File: config.mk
export PLATFORM = sky130hd
export DESIGN_NAME = pipe_stage_chain
export DESIGN_NICKNAME = d
export VERILOG_FILES = /design/src/rtl/pipe_stage_chain.sv
export SDC_FILE = /design/constraint.sdc
export NUM_CORES = 1
export LEC_CHECK = 0
export ABC_CLOCK_PERIOD_IN_PS = 3800
export BUFFER_PORTS_ARGS = -buffer_cell sky130_fd_sc_hd__buf_2
export CAP_MARGIN = 20
export CORE_MARGIN = 2
export CORE_UTILIZATION = 45
export DETAILED_ROUTE_END_ITERATION = 6
export PLACE_DENSITY_LB_ADDON = 0.25
export SLEW_MARGIN = 20
export SYNTH_ARGS = -nofsm -noshare
export SYNTH_HDL_FRONTEND = slang
export SYNTH_SLANG_ARGS = --single-unit
File: constraint.sdc
create_clock -name clk -period 3.8 [get_ports clk]
set_clock_uncertainty 0.1 [all_clocks]
set_input_delay 0.19 -clock clk [delete_from_list [all_inputs] [get_ports clk]]
set_output_delay 0.19 -clock clk [all_outputs]
set_load 0.05 [all_outputs]
File: src/rtl/pipe_stage_chain.sv
// Transition-register chain from decode (stage 0 = EX input) to writeback (last stage).
// Handles memory hold, branch flush, RAW hazard bubbles and saturating perf counters.
module pipe_stage_chain #(
    parameter int WIDTH       = 16,
    parameter int STAGES      = 4,
    parameter int MEM_STAGE   = 2,
    parameter int FLUSH_DEPTH = 2
) (
    input  logic                    clk,
    input  logic                    reset,
    input  logic                    in_valid,
    input  logic [WIDTH-1:0]        in_data,
    input  logic [2:0]              in_dest,
    input  logic                    in_wr,
    input  logic [2:0]              in_src_a,
    input  logic [2:0]              in_src_b,
    input  logic                    in_use_a,
    input  logic                    in_use_b,
    input  logic                    hold_req,
    input  logic                    flush,
    output logic                    in_ready,
    output logic                    hazard,
    output logic [STAGES-1:0]       stage_valid,
    output logic [STAGES*WIDTH-1:0] stage_data,
    output logic                    out_valid,
    output logic [WIDTH-1:0]        out_data,
    output logic [2:0]              out_dest,
    output logic                    out_wr,
    output logic [15:0]             stall_cnt,
    output logic [15:0]             bubble_cnt
);

    logic [STAGES-1:0] vld;
    logic [STAGES-1:0] wr;
    logic [WIDTH-1:0]  data [STAGES];
    logic [2:0]        dest [STAGES];

    logic [STAGES-1:0] vld_nxt;
    logic [STAGES-1:0] wr_nxt;
    logic [WIDTH-1:0]  data_nxt [STAGES];
    logic [2:0]        dest_nxt [STAGES];

    logic [STAGES-1:0] kill;
    logic              match_a;
    logic              match_b;
    logic              load;
    logic              bubble_in;

    function automatic logic [15:0] sat_inc(input logic [15:0] cnt, input logic en);
        sat_inc = (en && (cnt != 16'hFFFF)) ? cnt + 16'd1 : cnt;
    endfunction

    // Hazard detect: any valid in-flight writer, including the retiring stage,
    // blocks a reader until the regfile has been written.
    always_comb begin
        match_a = 1'b0;
        match_b = 1'b0;
        for (int k = 0; k < STAGES; k++) begin
            if (vld[k] && wr[k] && (dest[k] == in_src_a)) match_a = 1'b1;
            if (vld[k] && wr[k] && (dest[k] == in_src_b)) match_b = 1'b1;
        end
    end

    assign hazard    = in_valid & ((in_use_a & match_a) | (in_use_b & match_b));
    assign load      = in_valid & ~hazard & ~flush;
    assign in_ready  = ~reset & load & ~hold_req;
    assign bubble_in = in_valid & ~hold_req & ~load;

    // Flush squashes the instructions sitting in the young stages, wherever they move next.
    always_comb begin
        for (int k = 0; k < STAGES; k++) begin
            kill[k] = flush && (k < FLUSH_DEPTH);
        end
    end

    always_comb begin
        vld_nxt[0]  = vld[0] & ~kill[0];
        wr_nxt[0]   = wr[0];
        data_nxt[0] = data[0];
        dest_nxt[0] = dest[0];
        if (!hold_req) begin
            vld_nxt[0]  = load;
            wr_nxt[0]   = in_wr;
            data_nxt[0] = in_data;
            dest_nxt[0] = in_dest;
        end
        for (int k = 1; k < STAGES; k++) begin
            if (hold_req && (k <= MEM_STAGE)) begin
                vld_nxt[k]  = vld[k] & ~kill[k];
                wr_nxt[k]   = wr[k];
                data_nxt[k] = data[k];
                dest_nxt[k] = dest[k];
            end else begin
                vld_nxt[k]  = vld[k-1] & ~kill[k-1] & ~(hold_req && (k == MEM_STAGE + 1));
                wr_nxt[k]   = wr[k-1];
                data_nxt[k] = data[k-1];
                dest_nxt[k] = dest[k-1];
            end
        end
    end

    // Stage register boundary
    always_ff @(posedge clk or posedge reset) begin
        if (reset) begin
            vld        <= '0;
            wr         <= '0;
            stall_cnt  <= '0;
            bubble_cnt <= '0;
            for (int k = 0; k < STAGES; k++) begin
                data[k] <= '0;
                dest[k] <= '0;
            end
        end else begin
            vld        <= vld_nxt;
            wr         <= wr_nxt;
            stall_cnt  <= sat_inc(stall_cnt, hold_req);
            bubble_cnt <= sat_inc(bubble_cnt, bubble_in);
            for (int k = 0; k < STAGES; k++) begin
                data[k] <= data_nxt[k];
                dest[k] <= dest_nxt[k];
            end
        end
    end

    always_comb begin
        for (int k = 0; k < STAGES; k++) begin
            stage_data[k*WIDTH +: WIDTH] = data[k];
        end
    end

    assign stage_valid = vld;
    assign out_valid   = vld[STAGES-1];
    assign out_data    = data[STAGES-1];
    assign out_dest    = dest[STAGES-1];
    assign out_wr      = wr[STAGES-1];

endmodule

## After elaboration in Yosys (flattened, before gate mapping)

Index checks and enable logic that the tools add are counted.

- Output and inout port bits: 123
- Bits in registers: 116
- ROM bits: 0
- Logic and storage cells: 68
- Memories kept: 0
- Input bits: 33
- Bits in latches: 0
- RAM bits: 0

- Shifts and indexed selects: 0
- $mul: 0
- Bitwise logic cells: 18
- Mux-type cells: 10
- Reductions and logical operators: 14
- Divide/modulo/power cells: 0
- Equal/unequal tests: 10
- Order comparisons: 0
- Add/sub/neg operators: 2

Operators with widths:

| cell | count |
|---|---|
| adder 16 x 1 -> 16 bit, second input constant | 2 |
| != test 16 bit, second input constant | 2 |
| == test 3 bit | 8 |
| logical AND 1 bit | 14 |
| AND 1 bit | 12 |
| two-way mux 1 bit | 10 |
| inverter 1 bit | 5 |
| OR 1 bit | 1 |

## Longest topological paths before layout

- Word-level depth: 15
- Depth in mapped cells: 9
- Gate-level depth less buffers: 7

## Least setup slack after synthesis

Ideal clock, no wire load.

- Path kind: register to output
- Start: register vld[2], in the netlist stage_valid[2]
- End: output port hazard
- Data arrival time: 2.611 ns
- Path buffers: 0
- Stages on the path, launching flop included: 6
- Data required time: 3.510 ns
- Setup slack: 0.899 ns
- Path through: dfrtp_1 -> nand2_1 -> or4_1 -> o41ai_1 -> o31ai_2 -> a21boi_0

- Word-level cells in the longest chain between the ends: 7
- Elaborated cells between the ends (all ways): 11
- Those cells by class: mux (4); bitwise (4); reduce/logical (3)

RTL lines:

| what | RTL line | source |
|---|---|---|
| start, declared | 33 | `logic [STAGES-1:0] vld;` |
| start signal, assigned | 114 | `vld <= vld_nxt;` |
| logical AND 1 bit * | 59, 60 |  |
| logical AND 1 bit (on tied branches) | 59, 60 |  |
| two-way mux 1 bit (on tied branches) (2 in a row) | 59, 60 |  |
| AND 1 bit | 64 | `assign hazard = in_valid & ((in_use_a & match_a) \| (in_use_b & match_b));` |
| OR 1 bit * | 64 |  |
| AND 1 bit * | 64 |  |
| end, declared | 22 | `output logic hazard,` |

Mark *: on every way between the ends. The rest lies on a longest branch, timed or not.

## Worst setup path after layout

- Start: register dest, in the netlist out_dest[2]
- End: register bubble_cnt[1]

- Word-level cells in the longest chain between the ends: 12
- Elaborated cells between the ends (all ways): 16
- Those cells by class: eq/ne (2); mux (2); bitwise (9); reduce/logical (3)

RTL lines:

| what | RTL line | source |
|---|---|---|
| start, declared | 36 | `logic [2:0] dest [STAGES];` |
| start signal, assigned by index | 120 | `dest[k] <= dest_nxt[k];` |
| == test 3 bit (on tied branches) | 59, 60 |  |
| logical AND 1 bit (on tied branches) | 59, 60 |  |
| two-way mux 1 bit (on tied branches) | 59, 60 |  |
| AND 1 bit | 64 |  |
| OR 1 bit * | 64 |  |
| AND 1 bit * | 64 |  |
| inverter 1 bit * | 65 | `assign load = in_valid & ~hazard & ~flush;` |
| AND 1 bit * (2 in a row) | 65 |  |
| inverter 1 bit * | 67 | `assign bubble_in = in_valid & ~hold_req & ~load;` |
| AND 1 bit * | 67 |  |
| logical AND 1 bit * | 50 | `sat_inc = (en && (cnt != 16'hFFFF)) ? cnt + 16'd1 : cnt;` |
| end signal, assigned | 117 | `bubble_cnt <= sat_inc(bubble_cnt, bubble_in);` |
| end, declared | 30 | `output logic [15:0] bubble_cnt` |

Marks and branches as above.
A chain may end at the register's enable or synchronous reset.

==> summary.md <==
| Metric | Value |
|---|---|
| Pwr dens | `702 nW/um2` |
| Total clock buffers created by CTS | `17` |
| Unrepaired setup endpoints after global routing | `no` |
| Port bufs | `155` |
| Number of vias per cell | `4.89` |
| Post-route cell area | `6510 um2` |
| Share of post-route cells with drive strength above 1 | `0.481` |
| Largest net degree at the start of global routing | `61` |
| Synthesized cell area | `4880 um2` |
| Setup tns final | `0 ps` |
| Aggregate routed wire length | `9780 um` |
| Top Ports | `156` |
| Number of enable-type register cells in the synthesized netlist | `0` |
| X dimension of the die | `108 um` |
| Part of the total power dissipated in sequential elements | `0.352` |
| Leak pwr | `0.00320 uW` |
| Most frequent cells in the layout | `buf_2 (155), dfrtp_1 (116), mux2_2 (61), xor2_1 (44), dlygate4sd3_1 (23)` |
| Normalized max-slew margin | `0.486` |
| Required time at the endpoint of the critical path | `4080 ps` |
| Share of flip-flops with an asynchronous set or reset after synthesis | `1.00` |
| Synth-to-layout area growth | `33.4%` |
| IR Drop Worst-Case VDD | `0.557 mV` |
| Max-slew violations | `0` |
| TritonCTS clock tree | `done` |
| Internal | `2880 uW` |
| Count of TritonRoute iterations in the first routing pass | `4` |
| Drc violations | `0` |
| Critical Path Sink Type | `register` |
| Std cell rows | `38` |
| Layout Nets | `565` |
| Maximum capacitance violations | `0` |
| Vert. Die Dim | `108 um` |
| Yosys warning count | `0` |
| Number of global-route vias before repair | `3317` |
| Insertion delay of the later-clocked pin in the worst-skew pair | `500 ps` |
| Biggest fanout along the worst timing path | `16` |
| Minimum hold slack | `54.2 ps` |
| Gate count after technology mapping | `359` |
| Clock sinks | `116` |
| Final worst-path cycle share | `0.684` |
| Total of flip-flops plus latches after synthesis | `116` |
| Root buffer cell | `clkbuf_8` |
| Placed inst area | `5660 um2` |
| Most common library cell in the layout ignoring fill and taps | `buf_2` |
| Combinational share of power | `0.290` |
| Setup crit start kind | `register` |
| Critical path arrival | `2880 ps` |
| Deepest level of the CTS H-tree | `4` |
| Net load switching power | `1690 uW` |
| Final HPWL DP | `6830 um` |
| Top achievable clock speed | `385 MHz` |
| Total global routing overflow | `0` |
| Met2 wire len | `4950 um` |
| Diode count | `0` |
| Antenna violations before repair | `0` |
| Violation count after the first detailed-routing iteration | `140` |
| Core area | `10700 um2` |
| Post-synthesis area per instance | `13.6 um2` |
| Post-synth net total | `394` |
| Post-route antenna net violation count | `0` |
| Sequential cell area fraction in the yosys report | `0.595` |
| Leading register cell type out of synthesis | `dfrtp_1` |
| WS Path Type | `register to register` |
| Number of gates resized after CTS | `0` |
| Number of distinct library cells after synthesis | `36` |
| Routed metal-1 wire length | `4140 um` |
| Portion of total power attributed to the clock network | `0.358` |
| Result of the run | `finished clean` |
| Setup violations, final | `0` |
| Clock-pin slew reported for the worst setup and hold paths after clock tree synthesis | `50 ps` |
| Met3 routed wirelength | `567 um` |
| Global-route wire length before repair | `16000 um` |
| Path class of the lowest-slack min-delay path | `primary input to register` |
| Final hold violation count | `0` |
| Switching share of power | `0.370` |
| Final min period | `2600 ps` |
| Initial Utilization | `0.456` |
| Wire per inst | `14.3 um` |
| Top routing layer used | `met4` |
| Via total after detailed routing | `3340` |
| Transition time at the pin with the least slew margin | `771 ps` |
| Die Outline Area | `11700 um2` |
| Gp weighted congestion | `0.890` |
| All-layer global routing usage | `0.177` |
| Buffer depth of the longest clock path | `2` |
| Number of buffers inserted to repair setup after CTS | `0` |
| Cts-stage hold buffer count | `23` |
[power by group through the flow]
| stage | Sequential [uW] | Clock, uW | Combinational, uW |
|---|---|---|---|
| after CTS | 1610 | 1670 | 1330 |
| after global placement | 1610 | 0 | 1310 |
| after floorplan | 2200 | 0 | 465 |
| final | 1610 | 1630 | 1320 |
| after detailed placement | 1630 | 0 | 1310 |
| after global routing | 1640 | 1720 | 1390 |
[path summary, 6_finish.rpt]
kind / startpoint / endpoint / slack [ps] / cells past startpoint
worst max-delay path: out_dest[2] / bubble_cnt[1] / 1200 / 7
worst min register to register: stage_data[44] / out_data[12] / 290 / 0
min in group asynchronous: reset / stall_cnt[5] / 290 / 3
worst max register to register: out_dest[2] / bubble_cnt[1] / 1200 / 7
max in group asynchronous: reset / stage_data[45] / 2460 / 4
worst min-delay path: hold_req / stage_valid[3] / 50 / 2
[kinds of logic (layout without fill, tap and decap cells)]
family | Yosys count | in the layout | synth area share
AOI/OAI and AO/OA | 10 | 10 | 0.0162
adders and majority gates | 2 | 2 | 0.00513
and+or+nand+nor | 83 | 83 | 0.101
muxes | 62 | 62 | 0.143
buffers and inverters | 33 | 217 | 0.0446
DFF | 116 | 116 | 0.595
xor gates and xnor gates | 53 | 53 | 0.0952
[sequential cells by signal, indices dropped and copies added (netlist names)]
name	count
dest	9
stall_cnt	16
wr	4
out_dest	3
out_data	16
stage_data	48
bubble_cnt	16
stage_valid	4
[stage by stage]
stage	setup WS, ps	total power (uW)	cells	utilization
global route	1050	4750	683	0.608
CTS	1190	4610	683	0.608
global placement	1280	2920	628	0.529
floorplan	438	2670	359	-
finish	1200	4560	683	0.608
detailed placement	1210	2940	628	0.529
[cells in the mapped netlist (2+ instances only)]
master    instances  area, um2
and4_1            3       26.3
xor2_1           44        385
clkbuf_1          6       22.5
mux2_2           61        687
nor3_1            4       20.0
o41ai_1           2       17.5
nand2_1          22       82.6
or4_1             3       22.5
dfrtp_1         116       2900
nor3_2            8       80.1
nand3_1           9       45.0
o31ai_1           3       22.5
buf_6             2       22.5
ha_1              2       25.0
nor2b_1           2       12.5
nor2_1            7       26.3
nand4_1           7       43.8
and3_1            4       25.0
xnor2_1           9       78.8
buf_4            21        158
inv_1             3       11.3
or3_1             2       12.5
nor4_1            6       37.5
[routing by layer]
metal / vias up / track usage
met1: 1645 / 0.214
li1: 1579 / -
met2: 105 / 0.291
met4: 0 / 0.0769
met3: 11 / 0.0597
met5: - / 0
[cell type report]
type,instances,area (um2)
Sequential cell,116,2900
Fill cell,897,4190
Multi-Input combinational cell,210,1760
Timing Repair Buffer,182,1040
Inverter,3,13.8
Clock inverter,8,148
Clock buffer,24,470
Tap cell,140,175
[critical path, cell delays in order (launching register included)]
cell     delay (ps)
dfrtp_1         410
xor2_1          170
or4_1           510
o41ai_1          80
o31ai_1         150
and3b_1         430
nor2_1          280
mux2_2          360
Power figures use the tool's default switching activity.
